==> src/rtl/my_div_seq.sv <==
// Iterative restoring divider, one quotient bit per clock, start/busy/done handshake.
// Optional two's-complement mode when MY_DIV_SIGNED_EN is defined.
module my_div_seq #(
    parameter int BITWIDTH = 32
) (
    input  logic                clk,
    input  logic                reset_n,
    input  logic                start,
    input  logic [BITWIDTH-1:0] ain,
    input  logic [BITWIDTH-1:0] bin,
    output logic [BITWIDTH-1:0] dout,
    output logic [BITWIDTH-1:0] rem,
    output logic                busy,
    output logic                done,
    output logic                div_by_zero,
    output logic                overflow
);
    // state | meaning
    // IDLE  | waiting for start
    // CALC  | one quotient bit per cycle; final cycle writes the result
    // DONE  | done pulse, result valid; start here begins the next divide
    typedef enum logic [1:0] {IDLE, CALC, DONE} state_t;

    localparam int CW = $clog2(BITWIDTH + 1);

    state_t              state, state_nxt;
    logic [CW-1:0]       count;
    logic [BITWIDTH-1:0] part;
    logic [BITWIDTH-1:0] quo;
    logic [BITWIDTH-1:0] dvs;
    logic                zero_pend;
    logic [BITWIDTH-1:0] a_mag, b_mag;
    logic [BITWIDTH:0]   trial;
    logic                accept, last;

    assign accept = start && (state != CALC);
    assign last   = (state == CALC) && (count == CW'(BITWIDTH));
    assign trial  = {part, quo[BITWIDTH-1]} - {1'b0, dvs};

`ifdef MY_DIV_SIGNED_EN
    localparam logic [BITWIDTH-1:0] MIN_INT = {1'b1, {(BITWIDTH-1){1'b0}}};
    logic a_neg, b_neg, neg_q, neg_r, ovf_pend;

    always_comb begin
        a_neg = ain[BITWIDTH-1];
        b_neg = bin[BITWIDTH-1];
        a_mag = a_neg ? -ain : ain;
        b_mag = b_neg ? -bin : bin;
    end
`else
    always_comb begin
        a_mag = ain;
        b_mag = bin;
    end
    assign overflow = 1'b0;
`endif

    always_ff @(posedge clk or negedge reset_n) begin
        if (!reset_n) state <= IDLE;
        else          state <= state_nxt;
    end

    always_comb begin
        state_nxt = state;
        busy      = 1'b0;
        done      = 1'b0;
        case (state)
            IDLE: if (accept) state_nxt = CALC;
            CALC: begin
                busy = 1'b1;
                if (last) state_nxt = DONE;
            end
            DONE: begin
                done      = 1'b1;
                state_nxt = start ? CALC : IDLE;
            end
            default: state_nxt = IDLE;
        endcase
    end

    // A zero divisor skips the iterations by presetting the counter to its
    // terminal value, so it finishes one cycle after capture.
    always_ff @(posedge clk or negedge reset_n) begin
        if (!reset_n) begin
            count       <= '0;
            part        <= '0;
            quo         <= '0;
            dvs         <= '0;
            zero_pend   <= 1'b0;
            dout        <= '0;
            rem         <= '0;
            div_by_zero <= 1'b0;
`ifdef MY_DIV_SIGNED_EN
            neg_q       <= 1'b0;
            neg_r       <= 1'b0;
            ovf_pend    <= 1'b0;
            overflow    <= 1'b0;
`endif
        end else if (accept) begin
            part        <= '0;
            dvs         <= b_mag;
            zero_pend   <= (bin == '0);
            count       <= (bin == '0) ? CW'(BITWIDTH) : '0;
            quo         <= (bin == '0) ? ain : a_mag;
            div_by_zero <= 1'b0;
`ifdef MY_DIV_SIGNED_EN
            neg_q       <= a_neg ^ b_neg;
            neg_r       <= a_neg;
            ovf_pend    <= (ain == MIN_INT) && (bin == '1);
            overflow    <= 1'b0;
`endif
        end else if (state == CALC) begin
            if (!last) begin
                count <= count + CW'(1);
                if (!trial[BITWIDTH]) begin
                    part <= trial[BITWIDTH-1:0];
                    quo  <= {quo[BITWIDTH-2:0], 1'b1};
                end else begin
                    part <= {part[BITWIDTH-2:0], quo[BITWIDTH-1]};
                    quo  <= {quo[BITWIDTH-2:0], 1'b0};
                end
            end else if (zero_pend) begin
                dout        <= '1;
                rem         <= quo;
                div_by_zero <= 1'b1;
            end else begin
`ifdef MY_DIV_SIGNED_EN
                dout     <= neg_q ? -quo : quo;
                rem      <= neg_r ? -part : part;
                overflow <= ovf_pend;
`else
                dout     <= quo;
                rem      <= part;
`endif
            end
        end
    end
endmodule

==> config.mk <==
export PLATFORM = sky130hd
export DESIGN_NAME = my_div_seq
export DESIGN_NICKNAME = d
export VERILOG_FILES = /design/src/rtl/my_div_seq.sv
export SDC_FILE = /design/constraint.sdc
export NUM_CORES = 1
export LEC_CHECK = 0
export CAP_MARGIN = 15
export CORE_ASPECT_RATIO = 0.7
export CORE_UTILIZATION = 55
export DETAILED_ROUTE_END_ITERATION = 16
export PLACE_DENSITY = 0.83
export SYNTH_ARGS = -nofsm -noshare
export SYNTH_HDL_FRONTEND = slang
export SYNTH_SLANG_ARGS = --single-unit
==> constraint.sdc <==
create_clock -name clk -period 3.2 [get_ports clk]
set_clock_uncertainty 0.05 [all_clocks]
set_input_delay 0.48 -clock clk [delete_from_list [all_inputs] [get_ports clk]]
set_output_delay 0.48 -clock clk [all_outputs]
set_load 0.01 [all_outputs]
Yosys cells after proc, flatten, opt, wreduce, memory -nomap -nowiden
Cells that the tools add are included.

Add/subtract/negate cells: 2. Bitwise logic cells: 1. Mux-type cells: 24. Equality and inequality tests: 7. Reductions and logical operators: 11.

Operators by type and width (number): $mux W32 (9); $sub A33 B32 Y33 (1); $logic_not A32 Y1 (1); $mux W6 (4); $mux W1 (8); $add A6 B1 Y6 const B (1); $eq A6 B6 Y1 const B (1); $ne A2 B2 Y1 const B (3); $pmux W2 S3 (1); $reduce_and A3 Y1 (2); $reduce_bool A2 Y1 (3); $mux W2 (2); $reduce_and A2 Y1 (2); $eq A2 B1 Y1 const B (1); $eq A2 B2 Y1 const B (1); $logic_and A1 B1 Y1 (2); $logic_not A2 Y1 (1); $ne A2 B1 Y1 const B (1); $not A1 Y1 (1).

Word-level logic and storage cells: 54. Register bits: 170.

Depth between registers and ports, before layout
Gate-level depths: netlist of run 1.

Depth in word-level cells: 5. Mapped depth: 14.

Worst setup path after synthesis of run 1
No wires, ideal clock.

Kind: register to register. Start: reg quo[31]. End: reg part[30]. Slack: 0.383 ns. Arrival time: 2.681 ns. Stages on the path, launching flop included: 15. Required time: 3.063 ns. Library setup time: 0.087 ns. Cell sequence: dfrtp_1 -> inv_1 -> ha_1 -> inv_1 -> fa_1 -> a211oi_2 -> o21ai_2 -> a31oi_4 -> o211ai_2 -> a21oi_4 -> xor2_1 -> buf_4 -> buf_6 -> nand3_1 -> o211ai_1.

Longest elaborated chain between the ends: 5.

RTL lines: start: declaration (line 29) `logic [BITWIDTH-1:0] quo;`; start signal: assignment (line 104) `quo <= (bin == '0) ? ain : a_mag;`; start signal: assignment (line 117) `quo <= {quo[BITWIDTH-2:0], 1'b1};`; start signal: assignment (line 120) `quo <= {quo[BITWIDTH-2:0], 1'b0};`; $sub A33 B32 Y33 (line 38) `assign trial = {part, quo[BITWIDTH-1]} - {1'b0, dvs};`; $mux W32 (line 115) `if (!trial[BITWIDTH]) begin`; $mux W32 (line 113) `if (!last) begin`; $mux W32 (line 112) `end else if (state == CALC) begin`; $mux W32 (line 99) `end else if (accept) begin`; end signal: assignment (line 116) `part <= trial[BITWIDTH-1:0];`; end signal: assignment (line 119) `part <= {part[BITWIDTH-2:0], quo[BITWIDTH-1]};`; end: declaration (line 28) `logic [BITWIDTH-1:0] part;`.

Every way passes these cells. The select of a mux whose other input is x is not followed. A chain may end at the register's enable or synchronous reset.

Final worst setup path of run 1
Start: reg quo[31]. End: reg part[11].

The elaborated chain is that of the path after synthesis.

==> metrics.txt, run 1 <==
status=complete, but fails checks; violated checks=setup timing; Netlist Area Pre-Place=0.009090 mm^2; Layout area overhead=25.68%; via count=8166; CP most frequent cell=inv_1; iteration-0 DRC count of the detailed router=963; Worst-path clk slew=0.07 ns; Net Count, Synth=1115; required time of the critical path=3.47 ns; Synth area leaders=dfrtp_1, a21oi_1, nand2_1; CP Capture Type=register; Final Cell Area=0.01142 mm^2; Largest stage delay, worst path=0.42 ns; Finished Core Util=72.16%; CP arrival=3.49 ns; first-pass GRT wire length=39760 um; share of layout cells above drive strength 1=7.087%; Inst Count DP=1325; grt ovf=0; Rel. slew slack=49.50%; vias per cell=5.991; Synth warnings=0; worst r2r dst=part[11]; vias in the first global route=7726; worst setup margin=-0.01449 ns; FF-to-FF Start=quo[31]; commonest non-fill, non-tap cell in the layout=dfrtp_1; full die area=0.01705 mm^2; commonest cells after routing, fill and taps aside=dfrtp_1, clkdlybuf4s50_1, nand2_1; DR WL/cell=18.43 um; Slew Limit Fails=0; CTS Root Cell=clkbuf_16; Mapped Cells=1013; Sink Count=170; Post-DP HPWL=17190 um; WL final=25120 um; Seq/Total Area, Yosys=46.80%; drt pass-1 iters=6; Yosys reg bits=170; Crit Path Category=register to register; CTS buffer count=17; RSZ-0062 raised after global routing=yes; top_reg_cell synth=dfrtp_1; peak supply drop=0.0007851 V; Max Clock Freq=311.1 MHz; Worst-Margin Slew=0.7470 ns; die span in y=109.6 um; core region area=0.01583 mm^2; LEAKAGE=4.967 nW; Residual DRC=0; CP max-delay cell=dfrtp_1; Final Cycle Share=100.5%; diode count=0; Layout Nets=1232; initial cell density of the core=57.41%; setup slack, reg-to-reg=-0.01 ns; Port Buffers=133; fin cells=1363; Avg Inst Size Synth=8.973 um^2; Cell Chain, Critical Path=inv_1 > ha_2 > inv_1 > fa_2 > a211oi_2 > o21ai_2 > a31oi_4 > o211ai_4 > a21oi_4 > xor2_4 > buf_12 > nand3_1 > o311ai_2; maximum net fanout on the critical path=15; Post-DRT Antenna Nets=0; Final min period=3.214 ns; pin count of the biggest net entering global routing=131; GPL Wtd Cong=0.9774; CP Launch Type=register; max-cap check violation count=0; CTS Buffer Depth=2; post-synth top area share=46.80%; row count=38; area leader, netlist=dfrtp_1; post-cts hold buffer count=0; Async SR Flop Fraction=100.0%; initial antenna violation count=0; min-delay worst type=primary input to async pin; Yosys cell types=62; CTS tree=done; Fin Hold WS=0.009544 ns; die width=155.7 um; H-tree level count=4; number of synthesized flops with an enable pin=0; pwr/cell area=1324 mW/mm^2; Worst Setup Slack post-DPL=0.05904 ns; R2R cell count=13; Worst-Skew Late Latency=0.44 ns; fill count=1162; IO Count=135; final hold vios=0; GRT Resource Usage Total=30.29%; DP Area=0.01069 mm^2; # setup viols final=1
report_power, final:
part	internal [W]	switching (W)
clock	0.00119	0.000951
sequential	0.00323	0.000886
combinational	0.00390	0.00498
total	0.00831	0.00682
cell type report:
cell class	instances	area, um^2	share of cell area, %
Multi-Input combinational cell	739	4496	39.35
Sequential cell	170	4255	37.25
Timing Repair Buffer	161	1639	14.35
Clock buffer	18	429.2	3.756
Tap cell	220	275.3	2.409
Clock inverter	14	176.4	1.544
Inverter	41	153.9	1.347
Yosys cell counts (6+ instances only):
cell      number
a21oi_1       98
nand2b_1       6
dfrtp_1      170
o211ai_1       9
o311ai_0      17
nand3_1       67
ha_1          34
nor4_1         9
nor3_1         6
nand4_1        7
mux2i_1       37
o21ai_0       53
xor2_1        14
a22oi_1       32
nor2_1       117
clkbuf_1      53
inv_1         41
xnor2_1       16
nand2_1      129
a21o_1        24
per-stage QoR:
step	total power (W)	setup TNS, ns
floorplan	0.009580	0
global placement	0.01193	0
detailed placement	0.01220	0
CTS	0.01449	0
global route	0.01617	-2.608
finish	0.01513	-0.01449
worst max path at each step:
stage             from       end  slack (ns)  depth (start not counted)
2_1_floorplan  quo[31]  part[30]        0.38                         14
3_3_place_gp   quo[31]   part[9]        0.25                         13
3_5_place_dp   quo[31]  part[17]        0.06                         12
4_1_cts        quo[31]  part[11]        0.03                         13
5_1_grt        quo[31]  part[11]       -0.17                         13
6_report       quo[31]  part[11]       -0.01                         13
critical path, delay by kind of cell (launching register included):
kind,cells,cell delay [ns]
buffers and inverters,3,0.34
and+or+nand+nor,1,0.15
AOI/OAI and AO/OA,6,1.24
xor gates and xnor gates,1,0.34
adders and majority gates,2,0.56
DFF,1,0.42
metal layers:
layer | GRT usage (%) | vias to the layer above | wire, um
li1 | - | 3807 | -
met1 | 41.89 | 3904 | 11020
met2 | 46.19 | 393 | 11130
met3 | 7.568 | 62 | 2286
met4 | 11.76 | 0 | 686
met5 | 0 | - | 0
kinds of logic after synthesis:
group	count (synthesis)	synth area share [%]
AOI/OAI and AO/OA	274	19.44
xor gates and xnor gates	31	3.070
adders and majority gates	35	4.900
buffers and inverters	104	4.529
DFF	170	46.80
muxes	37	4.074
other	1	0.04125
and+or+nand+nor	361	17.15
timing repair:
item,CTS,global route
resized for setup,2,13
setup endpoints to repair,1,29
pin swaps,0,4
buffers inserted,0,4
gates cloned,0,2
state kept, by name (all words and copies together) (netlist names):
| signal | cells |
|---|---|
| dvs | 32 |
| quo | 32 |
| dout | 32 |
| div_by_zero | 1 |
| state | 2 |
| part | 32 |
| rem | 32 |
| zero_pend | 1 |
| count | 6 |
(Power assumes the default switching activity.)
==> run 2, diff against run 1 <==
--- a/config.mk
+++ b/config.mk
@@ -8,6 +8,7 @@
 export CAP_MARGIN = 15
 export CORE_ASPECT_RATIO = 0.7
 export CORE_UTILIZATION = 55
+export CTS_CLUSTER_DIAMETER = 100
 export DETAILED_ROUTE_END_ITERATION = 16
 export PLACE_DENSITY = 0.83
 export SYNTH_ARGS = -nofsm -noshare
==> results of run 2 <==
Same layout as run 1: the final DEF is identical, and so are final timing and power.
